File: src/rtl/lmi_icache_fill_pkg.sv
// Shared symbols for the I-side line-fill engine: one-hot state indices,
// the default last-beat counter value and the word-offset field position.
package lmi_icache_fill_pkg;

  localparam int unsigned IFL_ST_IDLE = 0;
  localparam int unsigned IFL_ST_REQ  = 1;
  localparam int unsigned IFL_ST_DATA = 2;
  localparam int unsigned IFL_ST_DONE = 3;
  localparam int unsigned IFL_ST_LAST = 3;
  localparam int unsigned IFL_ST_W    = IFL_ST_LAST + 1;

  typedef logic [IFL_ST_W-1:0] ifl_state_t;

  localparam ifl_state_t IFL_IDLE_OH = ifl_state_t'(1) << IFL_ST_IDLE;
  localparam ifl_state_t IFL_REQ_OH  = ifl_state_t'(1) << IFL_ST_REQ;
  localparam ifl_state_t IFL_DATA_OH = ifl_state_t'(1) << IFL_ST_DATA;
  localparam ifl_state_t IFL_DONE_OH = ifl_state_t'(1) << IFL_ST_DONE;

  // Beat index the I-cache control SM waits for (4-word line)
  localparam int unsigned LINE_CTR_LAST = 3;

  // Word offset within a line sits just above the byte-lane bits
  localparam int unsigned IFL_WOFF_LSB = 2;

endpackage

File: src/rtl/lmi_ifill_ctr.sv
// Beat counter for the fill engine plus the line-wrapped word-offset adder.
module lmi_ifill_ctr #(
  parameter int unsigned CTR_W = 2
) (
  input  logic             clk_i,
  input  logic             rst_ni,
  input  logic [CTR_W-1:0] start_off_i,
  input  logic             clr_i,
  input  logic             inc_i,
  output logic [CTR_W-1:0] ctr_o,
  output logic [CTR_W-1:0] woff_c_o
);

  logic [CTR_W-1:0] ctr_q, ctr_d;

  always_comb begin
    ctr_d = ctr_q;
    if (clr_i) begin
      ctr_d = '0;
    end else if (inc_i) begin
      ctr_d = ctr_q + CTR_W'(1);
    end
  end

  always_ff @(posedge clk_i or negedge rst_ni) begin
    if (!rst_ni) begin
      ctr_q <= '0;
    end else begin
      ctr_q <= ctr_d;
    end
  end

  assign ctr_o = ctr_q;
  // Truncation to CTR_W bits gives the wrap within the line
  assign woff_c_o = start_off_i + ctr_q;

endmodule

File: src/rtl/lmi_icache_fill.sv
// I-side line-fill / uncached-fetch burst engine between the I-cache control SM
// and the external bus. Define LMI_IFILL_CWF_EN for critical-word-first fills.
module lmi_icache_fill
  import lmi_icache_fill_pkg::*;
#(
  parameter int unsigned ADDR_W     = 32,
  parameter int unsigned DATA_W     = 32,
  parameter int unsigned LINE_WORDS = 4,
  parameter int unsigned CTR_W      = $clog2(LINE_WORDS)
) (
  input  logic              clk_i,
  input  logic              rst_ni,
  input  logic              fill_req_i,
  input  logic              uncached_i,
  input  logic [ADDR_W-1:0] req_addr_i,
  output logic              bus_req_o,
  output logic [ADDR_W-1:0] bus_addr_o,
  output logic              bus_burst_o,
  input  logic              bus_gnt_i,
  input  logic              bus_rdy_i,
  input  logic [DATA_W-1:0] bus_data_i,
  input  logic              bus_err_i,
  output logic              is_val_o,
  output logic [DATA_W-1:0] is_data_o,
  output logic [CTR_W-1:0]  is_woff_o,
  output logic [CTR_W-1:0]  burst_ctr_o,
  output logic              fill_done_o,
  output logic              fill_err_o,
  output logic              other_busy_o
);

  localparam logic [CTR_W-1:0]  CTR_LAST  = CTR_W'(LINE_WORDS - 1);
  localparam logic [ADDR_W-1:0] WORD_MASK = ADDR_W'((1 << IFL_WOFF_LSB) - 1);

  ifl_state_t state_q, state_d;

  logic              bus_req_q, bus_req_d;
  logic [ADDR_W-1:0] bus_addr_q, bus_addr_d;
  logic              bus_burst_q, bus_burst_d;
  logic              is_val_q, is_val_d;
  logic [DATA_W-1:0] is_data_q, is_data_d;
  logic [CTR_W-1:0]  is_woff_q, is_woff_d;
  logic [CTR_W-1:0]  burst_ctr_q, burst_ctr_d;
  logic              fill_done_q, fill_done_d;
  logic              fill_err_q, fill_err_d;
  logic              other_busy_q, other_busy_d;
  logic              err_q, err_d;

  logic              accept_c, beat_c, last_c;
  logic              ctr_clr_c, ctr_inc_c;
  logic [CTR_W-1:0]  beat_idx, woff_c, start_off;
  logic [ADDR_W-1:0] addr_mask_c;

`ifdef LMI_IFILL_CWF_EN
  localparam int unsigned WOFF_MSB = IFL_WOFF_LSB + CTR_W - 1;
  logic [CTR_W-1:0] start_off_q, start_off_d;

  // Burst starts at the missed word; the bus wraps within the line
  assign addr_mask_c = WORD_MASK;
  assign start_off   = start_off_q;

  always_comb begin
    start_off_d = start_off_q;
    if (accept_c) start_off_d = req_addr_i[WOFF_MSB:IFL_WOFF_LSB];
  end

  always_ff @(posedge clk_i or negedge rst_ni) begin
    if (!rst_ni) start_off_q <= '0;
    else         start_off_q <= start_off_d;
  end
`else
  localparam logic [ADDR_W-1:0] LINE_MASK = ADDR_W'((LINE_WORDS << IFL_WOFF_LSB) - 1);

  assign addr_mask_c = uncached_i ? WORD_MASK : LINE_MASK;
  assign start_off   = '0;
`endif

  assign accept_c = state_q[IFL_ST_IDLE] & fill_req_i;
  assign beat_c   = state_q[IFL_ST_DATA] & bus_rdy_i;
  assign last_c   = !bus_burst_q || (beat_idx == CTR_LAST);

  lmi_ifill_ctr #(.CTR_W(CTR_W)) u_ctr (
    .clk_i       (clk_i),
    .rst_ni      (rst_ni),
    .start_off_i (start_off),
    .clr_i       (ctr_clr_c),
    .inc_i       (ctr_inc_c),
    .ctr_o       (beat_idx),
    .woff_c_o    (woff_c)
  );

  always_ff @(posedge clk_i or negedge rst_ni) begin
    if (!rst_ni) state_q <= IFL_IDLE_OH;
    else         state_q <= state_d;
  end

  always_comb begin
    state_d = state_q;
    if (state_q[IFL_ST_IDLE]) begin
      if (fill_req_i) state_d = IFL_REQ_OH;
    end else if (state_q[IFL_ST_REQ]) begin
      if (bus_gnt_i) state_d = IFL_DATA_OH;
    end else if (state_q[IFL_ST_DATA]) begin
      if (beat_c && last_c) state_d = IFL_DONE_OH;
    end else begin
      // DONE, or any non-one-hot encoding, returns to IDLE
      state_d = IFL_IDLE_OH;
    end
  end

  always_comb begin
    bus_req_d    = bus_req_q;
    bus_addr_d   = bus_addr_q;
    bus_burst_d  = bus_burst_q;
    is_val_d     = 1'b0;
    is_data_d    = is_data_q;
    is_woff_d    = is_woff_q;
    burst_ctr_d  = burst_ctr_q;
    fill_done_d  = 1'b0;
    fill_err_d   = 1'b0;
    other_busy_d = other_busy_q;
    err_d        = err_q;
    ctr_clr_c    = 1'b0;
    ctr_inc_c    = 1'b0;

    // Busy stays up through the FILL_DONE cycle and drops in the next IDLE cycle
    if (state_q[IFL_ST_IDLE]) other_busy_d = fill_req_i;
    if (accept_c) begin
      bus_req_d   = 1'b1;
      bus_addr_d  = req_addr_i & ~addr_mask_c;
      bus_burst_d = !uncached_i;
      err_d       = 1'b0;
      ctr_clr_c   = 1'b1;
    end
    if (state_q[IFL_ST_REQ] && bus_gnt_i) bus_req_d = 1'b0;
    if (beat_c) begin
      is_val_d    = 1'b1;
      is_data_d   = bus_data_i;
      is_woff_d   = woff_c;
      burst_ctr_d = beat_idx;
      err_d       = err_q | bus_err_i;
      ctr_inc_c   = 1'b1;
    end
    if (state_q[IFL_ST_DONE]) begin
      fill_done_d = 1'b1;
      fill_err_d  = err_q;
      err_d       = 1'b0;
      burst_ctr_d = '0;
      ctr_clr_c   = 1'b1;
    end
  end

  always_ff @(posedge clk_i or negedge rst_ni) begin
    if (!rst_ni) begin
      bus_req_q    <= 1'b0;
      bus_addr_q   <= '0;
      bus_burst_q  <= 1'b0;
      is_val_q     <= 1'b0;
      is_data_q    <= '0;
      is_woff_q    <= '0;
      burst_ctr_q  <= '0;
      fill_done_q  <= 1'b0;
      fill_err_q   <= 1'b0;
      other_busy_q <= 1'b0;
      err_q        <= 1'b0;
    end else begin
      bus_req_q    <= bus_req_d;
      bus_addr_q   <= bus_addr_d;
      bus_burst_q  <= bus_burst_d;
      is_val_q     <= is_val_d;
      is_data_q    <= is_data_d;
      is_woff_q    <= is_woff_d;
      burst_ctr_q  <= burst_ctr_d;
      fill_done_q  <= fill_done_d;
      fill_err_q   <= fill_err_d;
      other_busy_q <= other_busy_d;
      err_q        <= err_d;
    end
  end

  assign bus_req_o    = bus_req_q;
  assign bus_addr_o   = bus_addr_q;
  assign bus_burst_o  = bus_burst_q;
  assign is_val_o     = is_val_q;
  assign is_data_o    = is_data_q;
  assign is_woff_o    = is_woff_q;
  assign burst_ctr_o  = burst_ctr_q;
  assign fill_done_o  = fill_done_q;
  assign fill_err_o   = fill_err_q;
  assign other_busy_o = other_busy_q;

endmodule
File: config.mk
export PLATFORM = sky130hd
export DESIGN_NAME = lmi_icache_fill
export DESIGN_NICKNAME = d
export VERILOG_FILES = /design/src/rtl/lmi_icache_fill_pkg.sv /design/src/rtl/lmi_ifill_ctr.sv /design/src/rtl/lmi_icache_fill.sv
export SDC_FILE = /design/constraint.sdc
export NUM_CORES = 1
export LEC_CHECK = 0
export CAP_MARGIN = 0
export CORE_UTILIZATION = 30
export DETAILED_ROUTE_END_ITERATION = 16
export SYNTH_ARGS = -nofsm -noshare
export SYNTH_HDL_FRONTEND = slang
export SYNTH_SLANG_ARGS = --single-unit
File: constraint.sdc
create_clock -name clk_i -period 4.1 [get_ports clk_i]
set_input_delay 0.41 -clock clk_i [delete_from_list [all_inputs] [get_ports clk_i]]
set_output_delay 0.41 -clock clk_i [all_outputs]
set_load 0.05 [all_outputs]
==> run_results.csv <==
group,metric,value,unit
timing,fin_setup_tns,0,ns
setup_path,arrival,2.41,ns
timing,timing.final.crit_share,0.545,
run_status,status,"complete, no violations",
route,wl_per_cell,13.3,um
place,gp_congestion,0.712,
setup_path,max_stage_delay,0.72,ns
place,post-dp-hpwl,4970,um
timing,tightest_slew,1.06,ns
global_route,grt_pass1_wl,11800,um
global_route,grt_pass1_vias,2384,
clock_network,postCtsSetupRepairBufs,0,
layout,num_antenna_cells,0,
power_and_ir_drop,leakage,2.21,nW
route,vias,2352,
logic_synthesis,synth_edf_count,0,
timing,max_freq,447,MHz
clock_network,hold_buffers,0,
timing,timing.slew.headroom,0.294,
clock_network,clkLatencyLatePin,0.34,ns
floorplanning,die_h,104,um
timing,fin_skew,0.0112,ns
global_route,antenna_found_initial,0,
global_route,grt_max_degree,80,
floorplanning,io_pins,145,
global_route,grt_usage,0.138,
logic_synthesis,async_flop_share,1.00,
floorplanning,initial_core_util,0.308,
setup_path,critPathTopFamily,"buffers and inverters",
layout,n_fill_cell,954,
timing,setup_viol_count_final,0,
timing,grt_setup_unrepaired,"false",
route,routed_wl,7270,um
setup_path,crit_path_end_kind,"flip-flop",
logic_synthesis,ys_warn_count,0,
clock_network,clockRootBuffer,"clkbuf_8",
route,drc_errors,0,
setup_path,critPathKind,"input port to flip-flop",
setup_path,crit_slowest_cell,"inv_2",
timing,min_period,2.24,ns
worst_hold_path,worstHoldPathType,"input port to async pin",
setup_path,critPathMaxFanout,39,
global_route,grt_overflow,0,
logic_synthesis,ys.flop_type,"dfrtp_1",
floorplanning,core,10200,um2
clock_network,cts_buffers,9,
setup_path,cp_data_required_time,4.27,ns
route,via_per_inst,4.29,
layout,drive_above_1_share,0.119,
layout,nNetsFinal,479,
route,drtAntennaViolNets,0,
setup_path,critPathLaunchType,"input port",
setup_path,path_cells,"clkdlybuf4s50_1 > nand2_2 > inv_2 > mux2i_1 > nor3_1",
run,drv_cap,0,
place,io_buffer_count,140,
route,drtIter0Drc,115,
logic_synthesis,yosysSeqAreaShare,0.628,
setup_path,crit_buf_inv,2,
logic_synthesis,ys_ff_latch,79,
floorplanning,dieArea,10900,um2
power_and_ir_drop,vdd_ir_drop_max,0.352,mV
logic_synthesis,syn_inst,268,
clock_network,cts_tree,"built",
place,place_ws,1.46,ns
timing,whs,0.198,ns
clock_network,clock_sinks,79,
timing,setup_ws,1.86,ns
floorplanning,fp.dieW,104,um
logic_synthesis,syn_avg_cell_area,11.8,um2
clock_network,clkTransAtPathRegs,0.09,ns
layout,syn_to_final_growth,52.3,%
route,dr.pass1.iters,4,
clock_network,h-tree-depth,3,
power_and_ir_drop,cellPowerDensity,932,nW/um2
clock_network,clock_path_buffers,2,
floorplanning,rows,37,
logic_synthesis,syn_area,3150,um2
power_and_ir_drop,p_total,4.47,mW
clock_network,cts_resized,0,
timing,drv_slew,0,
logic_synthesis,synth_cell_types,31,
timing,final_hold_viol_count,0,
cell usage after synthesis (all sizes together), types with 3 or more instances:
master  count  share of area
nor3        3         0.0064
a21oi       4         0.0064
o21ai       5         0.0079
buf        10          0.037
mux2       28           0.13
dfrtp      78           0.62
nand2     115           0.14
clkbuf      3         0.0036
inv         3         0.0036
flip-flops by register name, summed over array words and instances (netlist names):
signal,cells
u_ctr.ctr_o,2
bus_burst_o,1
fill_done_o,1
err_q,1
is_woff_o,2
bus_addr_o,30
fill_err_o,1
bus_req_o,1
burst_ctr_o,2
is_data_o,32
is_val_o,1
other_busy_o,1
state_q,4
cell families after synthesis:
group                      count (synthesis)  share of synthesized area
DFF                                       79                      0.628
muxes                                     29                      0.133
adders and majority gates                  1                    0.00397
xor gates and xnor gates                   1                    0.00278
buffers and inverters                     16                     0.0437
and+or+nand+nor                          127                      0.160
other                                      1                    0.00119
AOI/OAI and AO/OA                         14                     0.0270
layout make-up:
cell class,count,area [um2],area share
inverter,3,11.3,0.00235
clock inverter,4,55.1,0.0115
timing repair buffer,140,1400,0.292
multi-input combinational,174,1040,0.217
tap,136,170,0.0355
sequential,79,1980,0.412
clock buffer,12,145,0.0302
cell usage in the layout (no fill, tap or decap), drive strengths merged:
cell,instances
bufinv,1
inv,3
nor3,3
mux2,28
nand3,1
nor2,2
o311ai,2
o21ai,5
o21a,1
dfstp,1
buf,1
mux2i,1
or2,1
nor2b,2
clkinvlp,1
nor3b,1
clkinv,2
a21o,1
nand2,115
o211ai,1
ha,1
conb,2
clkbuf,12
xnor2,1
clkdlybuf4s50,139
and2,2
dfrtp,78
a21oi,4
report_power, final:
group | switching (mW) | total, mW | internal (mW)
Clock | 0.275 | 0.576 | 0.301
Combinational | 1.62 | 2.54 | 0.924
Sequential | 0.208 | 1.35 | 1.14
Total | 2.10 | 4.47 | 2.37
stage by stage:
stage	std cells	util	cell area [um2]
floorplan	269	-	3150
global placement	532	0.449	4600
finish	548	0.469	4800
CTS	548	0.469	4800
global route	548	0.469	4800
detailed placement	532	0.449	4600
metal layers:
layer | vias up | track usage | share of wire
met1 | 1127 | 0.181 | 0.45
met5 | - | 0 | 0
met3 | 13 | 0.0307 | 0.054
met2 | 79 | 0.220 | 0.48
met4 | 0 | 0.0561 | 0.018
li1 | 1133 | - | -
final timing paths:
check | start | to | slack (ns) | cells past startpoint
worst min register to register | is_data_o[25]$_DFFE_PN0P_ | is_data_o[25]$_DFFE_PN0P_ | 0.48 | 2
worst max-delay path | bus_rdy_i | u_ctr.ctr_o[1]$_DFFE_PN0P_ | 1.86 | 5
max in group asynchronous | rst_ni | fill_done_o$_DFF_PN0_ | 3.20 | 1
min in group clk_i | is_data_o[25]$_DFFE_PN0P_ | is_data_o[25]$_DFFE_PN0P_ | 0.48 | 2
worst max register to register | state_q[2]$_DFFE_PN0P_ | u_ctr.ctr_o[1]$_DFFE_PN0P_ | 1.96 | 4
worst min-delay path | rst_ni | is_data_o[9]$_DFFE_PN0P_ | 0.20 | 1
Note: power is estimated with default switching activity, not from simulation.
